<file path="config.mk">
export PLATFORM = sky130hd
export DESIGN_NAME = uart_transmitter
export DESIGN_NICKNAME = d
export VERILOG_FILES = /design/src/rtl/uart_pkg.sv /design/src/rtl/uart_bit_timer.sv /design/src/rtl/uart_transmitter.sv
export SDC_FILE = /design/constraint.sdc
export NUM_CORES = 1
export LEC_CHECK = 0
export CORE_AREA = 2 2 133 135
export DETAILED_ROUTE_END_ITERATION = 8
export DIE_AREA = 0 0 135 137
export GPL_TIMING_DRIVEN = 0
export HOLD_SLACK_MARGIN = 0.06
export PLACE_DENSITY = 0.48
export REMOVE_ABC_BUFFERS = 1
export SLEW_MARGIN = 20
export SYNTH_ARGS = -nofsm -noshare
export SYNTH_HDL_FRONTEND = slang
export SYNTH_SLANG_ARGS = --single-unit
export TNS_END_PERCENT = 100
</file>
<file path="constraint.sdc">
create_clock -name clk -period 3.36 [get_ports clk]
set_input_delay 0.336 -clock clk [delete_from_list [all_inputs] [get_ports clk]]
set_output_delay 0.336 -clock clk [all_outputs]
set_load 0.03 [all_outputs]
</file>
<file path="src/rtl/uart_pkg.sv">
// Shared UART definitions: frame width, default bit period, frame state
// encoding and the parity rule used by both transmit and receive sides.
package uart_pkg;

  localparam int unsigned DATA_BITS            = 32;
  localparam int unsigned CLKS_PER_BIT_DEFAULT = 10417;

  typedef enum logic [2:0] {
    IDLE   = 3'd0,
    START  = 3'd1,
    DATA   = 3'd2,
    PARITY = 3'd3,
    STOP   = 3'd4
  } uart_state_e;

  // parity_type 1: even (XOR of data); 0: odd (XNOR of data)
  function automatic logic parity_bit(input logic [DATA_BITS-1:0] data,
                                      input logic                 parity_type);
    return parity_type ? (^data) : ~(^data);
  endfunction

endpackage

</file>
<file path="src/rtl/uart_bit_timer.sv">
// Bit-period timer: counts 0..CLKS_PER_BIT-1 while enabled and wraps to 0.
// Ports:
//   clk, rst  - clock, asynchronous active-high reset
//   clear     - force the count to 0 (priority over enable)
//   enable    - advance the count this cycle
//   bit_done  - combinational pulse on the last cycle of a bit period
module uart_bit_timer
  import uart_pkg::*;
#(
  parameter int unsigned CLKS_PER_BIT = CLKS_PER_BIT_DEFAULT
) (
  input  logic clk,
  input  logic rst,
  input  logic clear,
  input  logic enable,
  output logic bit_done
);

  localparam int unsigned TW = (CLKS_PER_BIT > 1) ? $clog2(CLKS_PER_BIT) : 1;
  localparam logic [TW-1:0] LAST = TW'(CLKS_PER_BIT - 1);

  logic [TW-1:0] count_q, count_d;

  assign bit_done = enable && (count_q == LAST);

  // Next count: clear wins, otherwise advance and wrap at the bit boundary
  always_comb begin
    count_d = count_q;
    if (clear) begin
      count_d = '0;
    end else if (enable) begin
      count_d = bit_done ? '0 : count_q + TW'(1);
    end
  end

  always_ff @(posedge clk or posedge rst) begin
    if (rst) begin
      count_q <= '0;
    end else begin
      count_q <= count_d;
    end
  end

endmodule

</file>
<file path="src/rtl/uart_transmitter.sv">
// UART transmit stage: one-word holding buffer feeding a frame shifter.
// Frame = start(0), 32 data bits LSB first, parity, stop(1). A word waiting
// in the buffer is loaded at the end of the stop bit so frames run back to
// back without an idle cell. The frame width is uart_pkg::DATA_BITS (32).
// Ports:
//   clk, rst     - clock, asynchronous active-high reset
//   tx_data      - word to send, sampled on the acceptance edge
//   tx_valid     - tx_data is valid
//   tx_ready     - holding buffer empty (registered)
//   parity_type  - 1 even / 0 odd, sampled with tx_data
//   tx           - serial line, registered, idles high
//   busy         - frame in progress or word buffered (registered)
module uart_transmitter
  import uart_pkg::*;
#(
  parameter int unsigned CLKS_PER_BIT = CLKS_PER_BIT_DEFAULT
) (
  input  logic                 clk,
  input  logic                 rst,
  input  logic [DATA_BITS-1:0] tx_data,
  input  logic                 tx_valid,
  output logic                 tx_ready,
  input  logic                 parity_type,
  output logic                 tx,
  output logic                 busy
);

  localparam int unsigned IW = $clog2(DATA_BITS);

  uart_state_e          state_q, state_d;
  logic [DATA_BITS-1:0] buf_data_q, buf_data_d;
  logic                 buf_parity_q, buf_parity_d;
  logic                 buf_full_q, buf_full_d;
  logic [DATA_BITS-1:0] shift_q, shift_d;
  logic                 par_q, par_d;
  logic [IW-1:0]        bit_idx_q, bit_idx_d;
  logic                 tx_q, tx_d;
  logic                 busy_q, busy_d;
  logic                 ready_q, ready_d;
  logic                 bit_done;
  logic                 accept;
  logic                 drain;

  // Accept only into an empty buffer; drain requires a full one, so the two never coincide
  assign accept = tx_valid && !buf_full_q;

  uart_bit_timer #(
    .CLKS_PER_BIT (CLKS_PER_BIT)
  ) u_bit_timer (
    .clk      (clk),
    .rst      (rst),
    .clear    (state_q == IDLE),
    .enable   (state_q != IDLE),
    .bit_done (bit_done)
  );

  // State register and datapath registers
  always_ff @(posedge clk or posedge rst) begin
    if (rst) begin
      state_q      <= IDLE;
      buf_data_q   <= '0;
      buf_parity_q <= 1'b0;
      buf_full_q   <= 1'b0;
      shift_q      <= '0;
      par_q        <= 1'b0;
      bit_idx_q    <= '0;
      tx_q         <= 1'b1;
      busy_q       <= 1'b0;
      ready_q      <= 1'b1;
    end else begin
      state_q      <= state_d;
      buf_data_q   <= buf_data_d;
      buf_parity_q <= buf_parity_d;
      buf_full_q   <= buf_full_d;
      shift_q      <= shift_d;
      par_q        <= par_d;
      bit_idx_q    <= bit_idx_d;
      tx_q         <= tx_d;
      busy_q       <= busy_d;
      ready_q      <= ready_d;
    end
  end

  // Next state, shifter and buffer update
  always_comb begin
    state_d      = state_q;
    shift_d      = shift_q;
    par_d        = par_q;
    bit_idx_d    = bit_idx_q;
    drain        = 1'b0;
    buf_data_d   = buf_data_q;
    buf_parity_d = buf_parity_q;
    buf_full_d   = buf_full_q;

    case (state_q)
      IDLE: begin
        if (buf_full_q) begin
          state_d = START;
          drain   = 1'b1;
        end
      end
      START: begin
        if (bit_done) begin
          state_d   = DATA;
          bit_idx_d = '0;
        end
      end
      DATA: begin
        if (bit_done) begin
          shift_d   = shift_q >> 1;
          bit_idx_d = bit_idx_q + IW'(1);
          if (bit_idx_q == IW'(DATA_BITS - 1)) begin
            state_d = PARITY;
          end
        end
      end
      PARITY: begin
        if (bit_done) begin
          state_d = STOP;
        end
      end
      STOP: begin
        if (bit_done) begin
          if (buf_full_q) begin
            state_d = START;
            drain   = 1'b1;
          end else begin
            state_d = IDLE;
          end
        end
      end
      default: state_d = IDLE;
    endcase

    if (drain) begin
      shift_d    = buf_data_q;
      par_d      = buf_parity_q;
      bit_idx_d  = '0;
      buf_full_d = 1'b0;
    end

    if (accept) begin
      buf_data_d   = tx_data;
      buf_parity_d = parity_bit(tx_data, parity_type);
      buf_full_d   = 1'b1;
    end
  end

  // Output decode from next state so tx/busy/tx_ready are registered
  always_comb begin
    tx_d    = 1'b1;
    busy_d  = (state_d != IDLE) || buf_full_d;
    ready_d = !buf_full_d;
    case (state_d)
      START:   tx_d = 1'b0;
      DATA:    tx_d = shift_d[0];
      PARITY:  tx_d = par_d;
      default: tx_d = 1'b1;
    endcase
  end

  assign tx       = tx_q;
  assign busy     = busy_q;
  assign tx_ready = ready_q;

endmodule

</file>
# Yosys cells after proc, flatten, opt, wreduce, memory -nomap -nowiden
# Cells that the tools add are included.
[word_totals]
reg_bits = 92
latch_bits = 0
ram_bits = 0
mem_bits_ro = 0
in_bits = 36
output_inout_bits = 3
word_cells = 67
memories = 0
[classes]
addsub = 2
mul = 0
div = 0
n_lt_le_gt_ge = 0
eq_ne = 11
shift = 0
n_mux = 26
bitwise_logic = 1
n_reduce_logical = 15
[ops]
columns = ["cell", "count"]
rows = [
  ["2-to-1 mux 32 bit", 3],
  ["2-to-1 mux 14 bit", 3],
  ["XOR reduction 32 bit", 1],
  ["2-to-1 mux 3 bit", 6],
  ["2-to-1 mux 5 bit", 3],
  ["case mux 3 bit (5 select lines)", 1],
  ["adder 14 x 1 -> 14 bit, second input constant", 1],
  ["equality test 14 bit, second input constant", 1],
  ["equality test 3 x 2 -> 1 bit, second input constant", 4],
  ["case mux 5 bit (2 select lines)", 1],
  ["nonzero test 3 bit", 3],
  ["2-to-1 mux 1 bit", 7],
  ["equality test 3 x 1 -> 1 bit, second input constant", 2],
  ["inequality test 3 x 2 -> 1 bit, second input constant", 2],
  ["nonzero test 2 bit", 3],
  ["adder 5 x 1 -> 5 bit, second input constant", 1],
  ["equality test 5 bit, second input constant", 1],
  ["equality test 3 bit, second input constant", 1],
  ["logical NOT 3 bit", 1],
  ["case mux 1 bit (3 select lines)", 1],
  ["AND reduction 3 bit", 1],
  ["logical AND 1 bit", 2],
  ["logical NOT 1 bit", 2],
  ["case mux 1 bit (2 select lines)", 1],
  ["3 further kinds", 3],
]

# Depth between registers and ports, before layout
[depth]
depth_word = 7
ltp_mapped = 10
mapped_depth_nobuf = 8

# Cells and area by module
# From an unflattened synthesis, not the netlist that was laid out.
[unflattened]
hier_cells = 401
area_unflattened_um2 = 4431.8
[modules_own_cells]
columns = ["module", "instances", "cells_each", "area_each_um2", "seq_area_each_um2"]
rows = [
  ["uart_transmitter", 1, 308, 3611.0, 1954.4],
  ["uart_bit_timer", 1, 93, 820.8, 350.3],
]

# Worst setup path after synthesis
# No wires, ideal clock.
[synth_timing]
path_type = "flip-flop to flip-flop"
startpoint = "reg u_bit_timer.count_q[0]"
endpoint = "reg shift_q[29]"
setup_time_ns = 0.127
arrival_time_ns = 2.117
required_time_ns = 3.233
slack_ns = 1.116
path_stages_with_launch = 11
n_path_buf = 2
synth_period_minus_slack_ns = 2.244
cell_sequence = "dfrtp_1 > inv_1 > ha_1 > nor4b_1 > nand4b_1 > or2_1 > clkbuf_1 > a221o_1 > buf_2 > a222oi_1 > inv_1"
[synth_between]
elab_chain_len = 6
elab_cells_between_ends = 8
classes_between = "eq/ne: 1; mux: 3; reduce/logical: 4"
[synth_rtl]
columns = ["element", "line_no", "source"]
rows = [
  ["start: declaration", "uart_bit_timer.sv:22", "logic [TW-1:0] count_q, count_d;"],
  ["start signal: assignment", "uart_bit_timer.sv:40", "count_q <= count_d;"],
  ["equality test 14 bit (*)", "uart_bit_timer.sv:24", "assign bit_done = enable && (count_q == LAST);"],
  ["logical AND 1 bit (*)", "uart_bit_timer.sv:24", ""],
  ["2-to-1 mux 1 bit", "uart_transmitter.sv:123", "if (bit_done) begin"],
  ["case mux 1 bit (2 select lines)", "uart_transmitter.sv:95", "case (state_q)"],
  ["nonzero test 2 bit (no line)", "-", ""],
  ["AND reduction 2 bit (no line)", "-", ""],
  ["end signal: assignment", "uart_transmitter.sv:75", "shift_q <= shift_d;"],
  ["end: declaration", "uart_transmitter.sv:34", "logic [DATA_BITS-1:0] shift_q, shift_d;"],
]
# Mark *: on every way between the ends. The rest lies on a longest branch, timed or not.
# A chain may end at the register's enable or synchronous reset.

# Worst setup path in the final report
[layout_timing]
startpoint = "reg u_bit_timer.count_q[0]"
endpoint = "reg tx_q (netlist: tx)"
[layout_between]
elab_chain_len = 6
elab_cells_between_ends = 17
classes_between = "eq/ne: 4; mux: 12; reduce/logical: 1"
[layout_rtl]
columns = ["element", "line_no", "source"]
rows = [
  ["equality test 14 bit (*)", "uart_bit_timer.sv:24", ""],
  ["logical AND 1 bit (*)", "uart_bit_timer.sv:24", ""],
  ["2-to-1 mux 1 bit or 2-to-1 mux 32 bit (tied branches)", "uart_transmitter.sv:123, uart_transmitter.sv:109", ""],
  ["case mux 1 bit (2 select lines) or 2-to-1 mux 32 bit (tied branches)", "uart_transmitter.sv:95", ""],
  ["2-to-1 mux 32 bit (*)", "uart_transmitter.sv:135", "if (drain) begin"],
  ["net shift_d[0]", "uart_transmitter.sv:34", ""],
  ["case mux 1 bit (3 select lines) (*)", "uart_transmitter.sv:154", "case (state_d)"],
  ["net tx_d", "uart_transmitter.sv:37", "logic tx_q, tx_d;"],
  ["end signal: assignment", "uart_transmitter.sv:78", "tx_q <= tx_d;"],
  ["end: declaration", "uart_transmitter.sv:37", ""],
]
# The timed path passes the listed nets; every way through them passes the cells marked *. The select of a mux whose other input is x is not followed.

==> metrics <==
run status=finished, final reports clean; post-CTS sizing=0; top cell type's share of synthesized area=54.0%; Area contributors post-synth=dfrtp_1, mux2_2, a222oi_1; synthesis-to-finish area growth=25.2%; crit end category=register; total global-route track usage=10.1%; critical path peak fanout=31; H-tree levels=3; Yosys warning count=0; port bufs=38; r2r startpoint=u_bit_timer.count_q[0]; Reg2Reg Capture Point=tx; vias in the first global route=2,823; die width=135 um; first-pass GRT wire length=14,500 um; post-synthesis sequential area ratio=55.2%; commonest non-fill, non-tap cell in the layout=dfrtp_1; Initial Util=24.5%; Ports=39; worst slack, placed=0.341 ns; most frequent cells in the layout=dfrtp_1, inv_1, clkdlybuf4s50_1, mux2_2, xnor2_1; CTS tree=built; # nets final=430; Inserted Diodes=0; Cell Int Power=2190 uW; Area after DPL=0.00491 sq mm; RSZ-0062 raised after global routing=false; Comb pwr share=15.4%; die height=137 um; post-DR wirelength/cell=14.1 um; cell type with the largest total area after synthesis=dfrtp_1; Filler cells=1,748; drt via density=4.48; Worst Clk Skew=0.00685 ns; Leak Pwr=0.00233 uW; FF-to-FF path depth=8; Sequential cell area=0.00230 sq mm; vias=2,775; Synth async-reset ratio=100%; Die Area=0.0185 sq mm; Post-Synthesis Cells=355; Seq cells post-synth=92; drt first-iter violations=252; Fmax=332 MHz; area of the multi-input gates=0.00167 sq mm; drt total wl=8730 um; clk_lat worst skew=0.34 ns; layout cells sized above 1=16.2%; final cell area excluding filler cells=0.00523 sq mm; row count=48; Final setup viols=0; Sw Ratio=25.5%; Sequential Power Share=48.7%; detailed placer's ending HPWL=6090 um; 1st-pass router iterations=9; Worst Setup Start Kind=register; Unique masters post-synth=38; Clk pwr share=35.9%; placer congestion estimate=0.772; hold_ws=0.341 ns; remaining global-route overflow=0; Slew Limit Fails=0; post-route DRC violation count=0; worst setup margin=0.347 ns; initial antenna violation count=0; Psw=753 uW; clock transition at the registers of the reported paths=0.07 ns; buffers from clock root to sink, at most=2; largest net degree at the start of global routing=63; max-cap viol count=0; core area=0.0171 sq mm; synthesized area=0.00417 sq mm; antenna-violating nets left=0; postcts setup bufs=0; CTS Sinks=92; flop2flop setup slack=0.35 ns; crit path DAT=3.29 ns; Post-synth EDFFs=0; CTS Buf Count=9; overall power=2950 uW; Worst-Margin Slew=0.659 ns; required time worst endpoint=3.64 ns; Main synth FF type=dfrtp_1; PD cells=564 mW/mm^2; Worst Hold Class=in -> async; maximum VDD drop=0.208 mV; Final Critical Period=3.01 ns; Fin. Hold Viols=0; Slew HR=56.1%; WS Path Type=reg -> reg; CTS Hold Bufs=0; Avg Cell Area, Syn=11.8 sq um; CTS root buf=clkbuf_16; Final period util=89.7%
## how the worst max path moves through the flow
stage | cells after the start | start | end | slack, ns
after global placement | 8 | u_bit_timer.count_q[0] | tx | -1.29
after floorplan | 8 | u_bit_timer.count_q[0] | tx | 0.06
after detailed placement | 8 | u_bit_timer.count_q[0] | tx | 0.34
final | 8 | u_bit_timer.count_q[0] | tx | 0.35
after global routing | 8 | u_bit_timer.count_q[0] | tx | 0.13
after CTS | 8 | u_bit_timer.count_q[0] | tx | 0.32
## cell usage after synthesis (all sizes together) (4+ instances only)
library cell  count
inv              40
xor2             12
nor2             23
mux2             33
buf               5
a222oi           31
a21oi             4
ha                4
clkbuf           14
nand3            10
and3              5
xnor2            32
o31ai             4
o21ai             9
dfrtp            90
nand2            13
## cells by family after synthesis
| family | synth area share [%] |
|---|---|
| DFF | 55.2 |
| and+or+nand+nor | 7.38 |
| buffers and inverters | 5.43 |
| AOI/OAI and AO/OA | 11.8 |
| xor gates and xnor gates | 9.78 |
| muxes | 9.15 |
| adders and majority gates | 1.20 |
## flip-flops by register name, summed over array words and instances, names as in the netlist
signal	cells
u_bit_timer.count_q	14
bit_idx_q	5
buf_parity_q	1
buf_full_q	1
tx_ready	1
shift_q	32
busy	1
par_q	1
buf_data_q	32
state_q	3
tx	1
## per-stage QoR
step / instances / util, % / setup TNS [ns]
6_report: 620 / 30.6 / 0
3_5_place_dp: 604 / 28.8 / 0
4_1_cts: 620 / 30.6 / 0
5_1_grt: 620 / 30.6 / 0
2_1_floorplan: 336 / - / 0
3_3_place_gp: 599 / 27.9 / -129.02
## power by group through the flow
stage               clock network [uW]  logic, uW  registers [uW]
detailed placement                   0        465            1460
CTS                               1080        468            1440
floorplan                            0        349            1420
global placement                     0        448            1450
finish                            1060        455            1430
global route                      1130        517            1470
## layer usage
| metal | share of wire [%] | track usage [%] | routed length (um) |
|---|---|---|---|
| met5 | 0 | 0 | 0 |
| met4 | 1.5 | 4.17 | 128 |
| met3 | 3.9 | 1.78 | 337 |
| met2 | 48 | 16.2 | 4230 |
| met1 | 46 | 13.4 | 4030 |
## area by class of cell
class | count | share of cell area (%)
clock buffers | 12 | 4.91
well taps | 225 | 5.39
repair buffers | 43 | 9.53
inverters | 40 | 2.97
clock inverters | 4 | 1.05
multi-input cells | 204 | 32.0
flip-flops and latches | 92 | 44.1
## worst max-delay path: stages (launching register included)
cell and delay, ns:
dfrtp_1 0.44, inv_1 0.08, ha_1 0.16, nor4b_1 0.28, nand4b_1 0.19, or2_1 0.46
a221o_2 0.71, a222oi_1 0.42, o41a_1 0.20
Power figures use the tool's default switching activity.
